===== src/rtl/i2s_tx.sv =====
// I2S transmitter: takes signed mono samples through a one-entry
// valid/ready holding register and serialises each sample MSB first
// into both the left and right slots of an I2S frame, with the usual
// one-bit delay after the word-select edge and zero padding.
module i2s_tx #(
   parameter int width_p      = 12,
   parameter int slot_width_p = 16,
   parameter int bclk_div_p   = 2
) (
   input  logic               clk_i,
   input  logic               reset_n_i,
   input  logic [width_p-1:0] data_i,
   input  logic               valid_i,
   output logic               ready_o,
   output logic               bclk_o,
   output logic               lrclk_o,
   output logic               sdata_o,
   output logic               underrun_o
);

   localparam int DW = (bclk_div_p > 1) ? $clog2(bclk_div_p) : 1;
   localparam int BW = $clog2(2 * slot_width_p);
   localparam int PW = (slot_width_p > 1) ? $clog2(slot_width_p) : 1;

   localparam logic [DW-1:0] DIV_LAST = DW'(bclk_div_p - 1);
   localparam logic [BW-1:0] B_LAST   = BW'(2 * slot_width_p - 1);
   localparam logic [BW-1:0] S_VAL    = BW'(slot_width_p);

   logic [DW-1:0]      div_reg, div_next;
   logic               bclk_reg, bclk_next;
   logic [BW-1:0]      b_reg, b_next;
   logic               lrclk_reg, lrclk_next;
   logic               sdata_reg, sdata_next;
   logic [width_p-1:0] frame_sample_reg, frame_sample_next;
   logic [width_p-1:0] hold_data_reg, hold_data_next;
   logic               hold_valid_reg, hold_valid_next;
   logic               underrun_reg, underrun_next;

   logic               tick;
   logic               falling_tick;
   logic               frame_start;
   logic               handshake;
   logic [BW-1:0]      b_wrap;
   logic               lrclk_wrap;
   logic [PW-1:0]      p_wrap;
   logic [slot_width_p-1:0] slot_bits;

   // Slot bit pattern indexed by position p inside a slot: p=0 is the
   // one-bit delay slot, p=1..width_p carry the sample MSB first, the
   // rest of the slot is zero padding.
   genvar gi;
   generate
      for (gi = 0; gi < slot_width_p; gi++) begin : g_slot
         if (gi >= 1 && gi <= width_p) begin : g_data
            assign slot_bits[gi] = frame_sample_reg[width_p-gi];
         end else begin : g_pad
            assign slot_bits[gi] = 1'b0;
         end
      end
   endgenerate

   assign tick         = (div_reg == DIV_LAST);
   assign falling_tick = tick & bclk_reg;
   assign frame_start  = falling_tick & (b_reg == B_LAST);
   assign handshake    = valid_i & ~hold_valid_reg;

   assign b_wrap     = (b_reg == B_LAST) ? '0 : b_reg + 1'b1;
   assign lrclk_wrap = (b_wrap >= S_VAL);
   assign p_wrap     = PW'(lrclk_wrap ? (b_wrap - S_VAL) : b_wrap);

   // Next-state logic for divider, bit position, serial outputs and the
   // holding register; every register keeps its value by default.
   always_comb begin
      div_next          = div_reg;
      bclk_next         = bclk_reg;
      b_next            = b_reg;
      lrclk_next        = lrclk_reg;
      sdata_next        = sdata_reg;
      frame_sample_next = frame_sample_reg;
      hold_data_next    = hold_data_reg;
      hold_valid_next   = hold_valid_reg;
      underrun_next     = 1'b0;

      if (tick) begin
         div_next  = '0;
         bclk_next = ~bclk_reg;
      end else begin
         div_next = div_reg + 1'b1;
      end

      // New bit position and the matching word select / data bit are
      // all produced on the falling edge of bclk.
      if (falling_tick) begin
         b_next     = b_wrap;
         lrclk_next = lrclk_wrap;
         sdata_next = slot_bits[p_wrap];
      end

      // A handshake is only possible while the holding register is
      // empty, so it never collides with the hold being drained below.
      if (handshake) begin
         hold_data_next  = data_i;
         hold_valid_next = 1'b1;
      end

      if (frame_start) begin
         if (hold_valid_reg) begin
            frame_sample_next = hold_data_reg;
            hold_valid_next   = 1'b0;
         end else begin
            frame_sample_next = '0;
            underrun_next     = 1'b1;
         end
      end
   end

   // State register; reset parks the bit counter on the last bit of the
   // right slot so the first falling bclk edge starts a new frame.
   always_ff @(posedge clk_i or negedge reset_n_i) begin
      if (!reset_n_i) begin
         div_reg          <= '0;
         bclk_reg         <= 1'b0;
         b_reg            <= B_LAST;
         lrclk_reg        <= 1'b1;
         sdata_reg        <= 1'b0;
         frame_sample_reg <= '0;
         hold_data_reg    <= '0;
         hold_valid_reg   <= 1'b0;
         underrun_reg     <= 1'b0;
      end else begin
         div_reg          <= div_next;
         bclk_reg         <= bclk_next;
         b_reg            <= b_next;
         lrclk_reg        <= lrclk_next;
         sdata_reg        <= sdata_next;
         frame_sample_reg <= frame_sample_next;
         hold_data_reg    <= hold_data_next;
         hold_valid_reg   <= hold_valid_next;
         underrun_reg     <= underrun_next;
      end
   end

   assign ready_o    = ~hold_valid_reg;
   assign bclk_o     = bclk_reg;
   assign lrclk_o    = lrclk_reg;
   assign sdata_o    = sdata_reg;
   assign underrun_o = underrun_reg;

endmodule


===== config.mk =====
export PLATFORM = sky130hd
export DESIGN_NAME = i2s_tx
export DESIGN_NICKNAME = d
export VERILOG_FILES = /design/src/rtl/i2s_tx.sv
export SDC_FILE = /design/constraint.sdc
export NUM_CORES = 1
export LEC_CHECK = 0
export ABC_CLOCK_PERIOD_IN_PS = 2380
export BUFFER_PORTS_ARGS = -buffer_cell sky130_fd_sc_hd__buf_2
export CORE_ASPECT_RATIO = 0.8
export CORE_MARGIN = 2
export CORE_UTILIZATION = 45
export DETAILED_ROUTE_END_ITERATION = 7
export GPL_TIMING_DRIVEN = 0
export PLACE_DENSITY = 0.67
export SLEW_MARGIN = 10
export SYNTH_ARGS = -nofsm -noshare
export SYNTH_HDL_FRONTEND = slang
export SYNTH_SLANG_ARGS = --single-unit

===== constraint.sdc =====
create_clock -name clk_i -period 2.38 [get_ports clk_i]
set_input_delay 0 -clock clk_i [delete_from_list [all_inputs] [get_ports clk_i]]
set_output_delay 0 -clock clk_i [all_outputs]
set_load 0.005 [all_outputs]

# Word level (Yosys, flattened, before mapping)
# Index checks and enable logic that the tools add are counted.
# word_totals
output_inout_bits	5
ram_bits	0
memories	0
rom_bits	0
latch_bits	0
ff_bits	35
in_bits	15
# op_classes
n_reduce_logical	0
order_cmp	2
bitwise	5
addsub	3
n_eq_ne	1
div_mod_pow	0
n_shift	0
mux	11
mul	0
# op_table
operator	n
$mux W12	1
$mux W1	7
$add A5 B1 Y5 const B	1
$eq A5 B5 Y1 const B	1
$ge A5 B5 Y1 const B	1
$lt A4 B5 Y1 const B	1
$mux W5	1
$bmux W1 S4	1
$mux W4	1
$sub A4 B1 Y4 const B	1
$and A1 B1 Y1	3
$not A1 Y1	2
$add A1 B1 Y1 const B	1

# Depth between registers and ports, before layout
# depth
ltp_word	6
ltp_mapped	8
mapped_depth_nobuf	7

# Worst setup path before layout
# No wires, ideal clock.
# synth_path
kind	register to register
startpoint	register b_reg[0]
endpoint	register sdata_reg (netlist: sdata_o)
period_less_slack_ns	2.324
setup_time_ns	0.131
required_ns	2.249
arrival_ns	2.193
setup_slack_ns	0.056
path_stages_with_launch	9
path_buffers	1
cell_sequence	dfstp_2 -> ha_1 -> and3_1 -> ha_1 -> buf_6 -> or2_4 -> mux4_2 -> a2111oi_2 -> nor3_1
# synth_between
elab_chain_len	6
# synth_lines
item	line	rtl
from (decl)	31	logic [BW-1:0] b_reg, b_next;
from (signal assigned)	133	b_reg <= b_next;
$add A5 B1 Y5 / $eq A5 B5 Y1 (equally long branches)	67	assign b_wrap = (b_reg == B_LAST) ? '0 : b_reg + 1'b1;
$mux W5 *	67	
$sub A4 B1 Y4 / $ge A5 B5 Y1 (equally long branches)	69, 68	
$mux W4 *	69	assign p_wrap = PW'(lrclk_wrap ? (b_wrap - S_VAL) : b_wrap);
$bmux W1 S4 *	96	sdata_next = slot_bits[p_wrap];
$mux W1 (not written as such) *	96	
to (signal assigned)	135	sdata_reg <= sdata_next;
to (decl)	33	logic sdata_reg, sdata_next;
# Mark *: on every way between the ends. The rest lies on a longest branch, timed or not. The select of a mux whose other input is x is not followed.
# A chain may end at the register's enable or synchronous reset.

# Worst setup path after layout
# layout_path
startpoint	register b_reg[1]
endpoint	register sdata_reg (netlist: sdata_o)
# The elaborated chain is that of the path after synthesis.

==> impl_metrics.py <==
metrics = {
    "setup_path": {
        "worstPathRequired_ns": 2.54,
        "r2r_slack_ns": 0.09,
        "cp_data_arrival_time_ns": 2.45,
        "critical_path.max_fanout": 6,
        "critical_path.reg2reg.startpoint": "b_reg[1]",
        "worstSetupPathType": "flip-flop to flip-flop",
        "endpoint_kind": "flip-flop",
        "r2r-end": "sdata_o",
        "worst_r2r_path_depth": 8,
        "critical_path.startpoint": "b_reg[1]",
        "critical_path.startpoint_type": "flip-flop",
    },
    "worst_hold_path": {
        "min_path_cells": 3,
        "hold_end": "hold_data_reg[7]",
        "min-delay-path-class": "primary input to flip-flop",
        "hold_path_startpoint": "valid_i",
    },
    "timing": {
        "hold_slack_ns": 0.245,
        "final.setup.worst_slack_ns": 0.0907,
        "fin_crit_ns": 2.29,
        "setup-tns-final_ns": 0,
        "timing_worst_slew_pin_value_ns": 0.713,
        "timing.clock.skew_ns": 0.00323,
        "setup-violations-final": 0,
        "worst_slew_margin_rel": 0.525,
        "slew_viol_final": 0,
        "fmax_achieved_mhz": 437,
        "final_min_period_over_clock_period": 0.962,
        "hold_viol_final": 0,
    },
    "synth": {
        "syn_area_sq_um": 1480,
        "synth_compound_area_frac": 0.0814,
        "synthDistinctLibCells": 30,
        "post_synth_xor_area_fraction": 0.0119,
        "seq_area_frac_synth": 0.581,
        "synth_fp_nets": 143,
        "syn_area_per_cell_sq_um": 11.7,
        "synth.yosys.warnings": 0,
        "synth-simple-area-share": 0.131,
        "synth_top_family_by_area": "multiplexers",
        "flip_flop_and_latch_count_after_synthesis": 34,
        "postSynthCellCount": 126,
        "synth_fa_ha_area_frac": 0.0170,
        "synth.mux.area_fraction": 0.152,
    },
    "place": {
        "placed_cells": 185,
        "post-dp-hpwl_mm": 1.76,
        "gpl.final_weighted_congestion": 0.836,
        "io_buffer_count": 19,
        "placement.setup.worst_slack_ns": -0.0723,
    },
    "global_route": {
        "grt_pass1_wl_mm": 4.40,
        "antenna_found_initial": 0,
        "vias_in_the_first_global_route": 1039,
        "grt_max_degree": 35,
        "global_route.overflow_total": 0,
        "groute.usage.overall": 0.157,
    },
    "cells_and_area": {
        "areaGrowthSynthToFinish_pct": 30.4,
        "nFillCells": 261,
        "multi_input_logic_area_sq_um": 598,
        "drive_above_1_share": 0.366,
        "nNetsFinal": 188,
        "stdcell_count": 212,
        "final-seq-area_sq_um": 857,
        "diodes": 0,
    },
    "clock_tree": {
        "max-clock-path-buffers": 2,
        "cts-buffers-inserted": 5,
        "worst_setup_hold_path_clk_slew_ns": 0.07,
        "ctsRootBufferMaster": "sky130_fd_sc_hd__clkbuf_8",
        "cts_sinks": 34,
        "clkLatencyLatePin_ns": 0.28,
        "clock_h_tree_levels": 2,
        "cts_tree": "done",
    },
    "power": {
        "power.static_leakage_nw": 0.919,
        "vdd_ir_drop_max_mv": 0.568,
        "power_per_cell_area_nw_per_um2": 702,
        "report.power.total_mw": 1.35,
    },
    "route": {
        "viasPerCell": 4.96,
        "route.detailed.wl_per_inst_um": 12.1,
        "via_count": 1051,
        "drt_first_pass_iters": 4,
        "drtIter0Drc": 18,
        "antenna_left": 0,
        "drc": 0,
        "total_routed_wirelength_mm": 2.56,
    },
    "die": {
        "core_region_area_sq_um": 3110,
        "i_o_pin_count": 20,
        "dieArea_sq_um": 3760,
        "placement_rows": 18,
        "initial_standard_cell_utilization_of_the_core": 0.475,
        "die_w_um": 68.0,
        "die_h_um": 55.2,
    },
    "job": {
        "timing.max_cap.violations": 0,
    },
    "outcome": {
        "status": "completed",
    },
}
## worst max-delay path by stage
stage,slack [ns],end
after floorplan,0.06,sdata_o
after global placement,-0.06,sdata_o
after detailed placement,-0.07,sdata_o
after CTS,0.001,sdata_o
after global routing,-0.02,sdata_o
final,0.09,sdata_o
## cells by family (layout without fill, tap and decap cells)
kind of cell,after synthesis,after routing
AO/OA/AOI/OAI,20,20
XOR/XNOR,2,2
adder cells (fa/ha/maj),2,2
buffers and inverters,8,54
flip-flops,34,34
multiplexers,18,18
AND/OR/NAND/NOR,42,42
## report_power, final
| part | internal, mW | total (mW) | switching, mW |
|---|---|---|---|
| Sequential | 0.659 | 0.701 | 0.0417 |
| Clock | 0.292 | 0.487 | 0.196 |
| Combinational | 0.101 | 0.162 | 0.0615 |
## metrics by stage
stage | instance area [sq um] | util
finish | 1920 | 0.619
global route | 1920 | 0.619
CTS | 1870 | 0.601
detailed placement | 1620 | 0.521
global placement | 1620 | 0.521
floorplan | 1480 | -
## critical path, stage by stage, from the launching register on
cell	delay, ns
sky130_fd_sc_hd__dfstp_2	0.54
sky130_fd_sc_hd__ha_2	0.18
sky130_fd_sc_hd__and3_1	0.16
sky130_fd_sc_hd__ha_2	0.17
sky130_fd_sc_hd__buf_6	0.11
sky130_fd_sc_hd__or2_4	0.13
sky130_fd_sc_hd__mux4_2	0.52
sky130_fd_sc_hd__a2111oi_4	0.30
sky130_fd_sc_hd__nor3_1	0.07
## area by class of cell
cell class	count	area share
tap	40	0.0260
buffer	6	0.0156
sequential	34	0.446
timing repair buffer	38	0.141
clock buffer	8	0.0573
inverter	2	0.00390
multi-input combinational	84	0.311
## placed cells by master, fill, tap and decap left out, drive strengths merged
master and n:
ha 2, nor3b 1, xor2 1, and2b 1, mux2 15, nand2 29, a21o 1, mux2i 1
inv 2, nor2b 1, buf 26, dfrtp 29, a2111oi 1, mux4 2, xnor2 1, o221ai 1
dfstp 5, a21oi 1, or2 2, dlygate4sd3 13, nor2 2, clkbuf 13, o2bb2ai 1, nor4 1
o21ai 15, and3 1, nor3 1, nor4bb 1, nand3 2
## timing repair
item | in CTS | in global routing
gates resized for setup | 0 | 3
buffers inserted | 1 | 5
hold buffers | 13 | 0
gates cloned | 0 | 0
hold endpoints to repair | 41 | 0
pin swaps | 0 | 2
setup endpoints to repair | 1 | 1
## per-layer routing
layer  global-route usage  part of all wire  up-vias
met1                0.197              0.46      503
met4               0.0514             0.011        0
li1                     -                 -      522
met5                    0                 0        -
met3               0.0631             0.046        4
met2                0.245              0.48       22
## cell usage after synthesis (all sizes together)
cell type	count	share of area
nor2b	1	0.0042
mux2i	1	0.0068
o2bb2ai	1	0.0059
xor2	1	0.0059
ha	2	0.017
nor2	2	0.0051
dfstp	5	0.089
or2	2	0.010
nand2	29	0.075
nor4	1	0.0042
inv	2	0.0051
xnor2	1	0.0059
mux4	2	0.031
nor3b	1	0.0051
and3	1	0.0042
nor4bb	1	0.0068
a2111oi	1	0.010
a21oi	1	0.0034
a21o	1	0.0051
o21ai	15	0.051
mux2	15	0.11
and2b	1	0.0059
nand3	2	0.0068
buf	1	0.0076
nor3	1	0.0034
dfrtp	29	0.49
clkbuf	5	0.013
o221ai	1	0.0059
No activity file was read; power rests on OpenSTA's default activity.
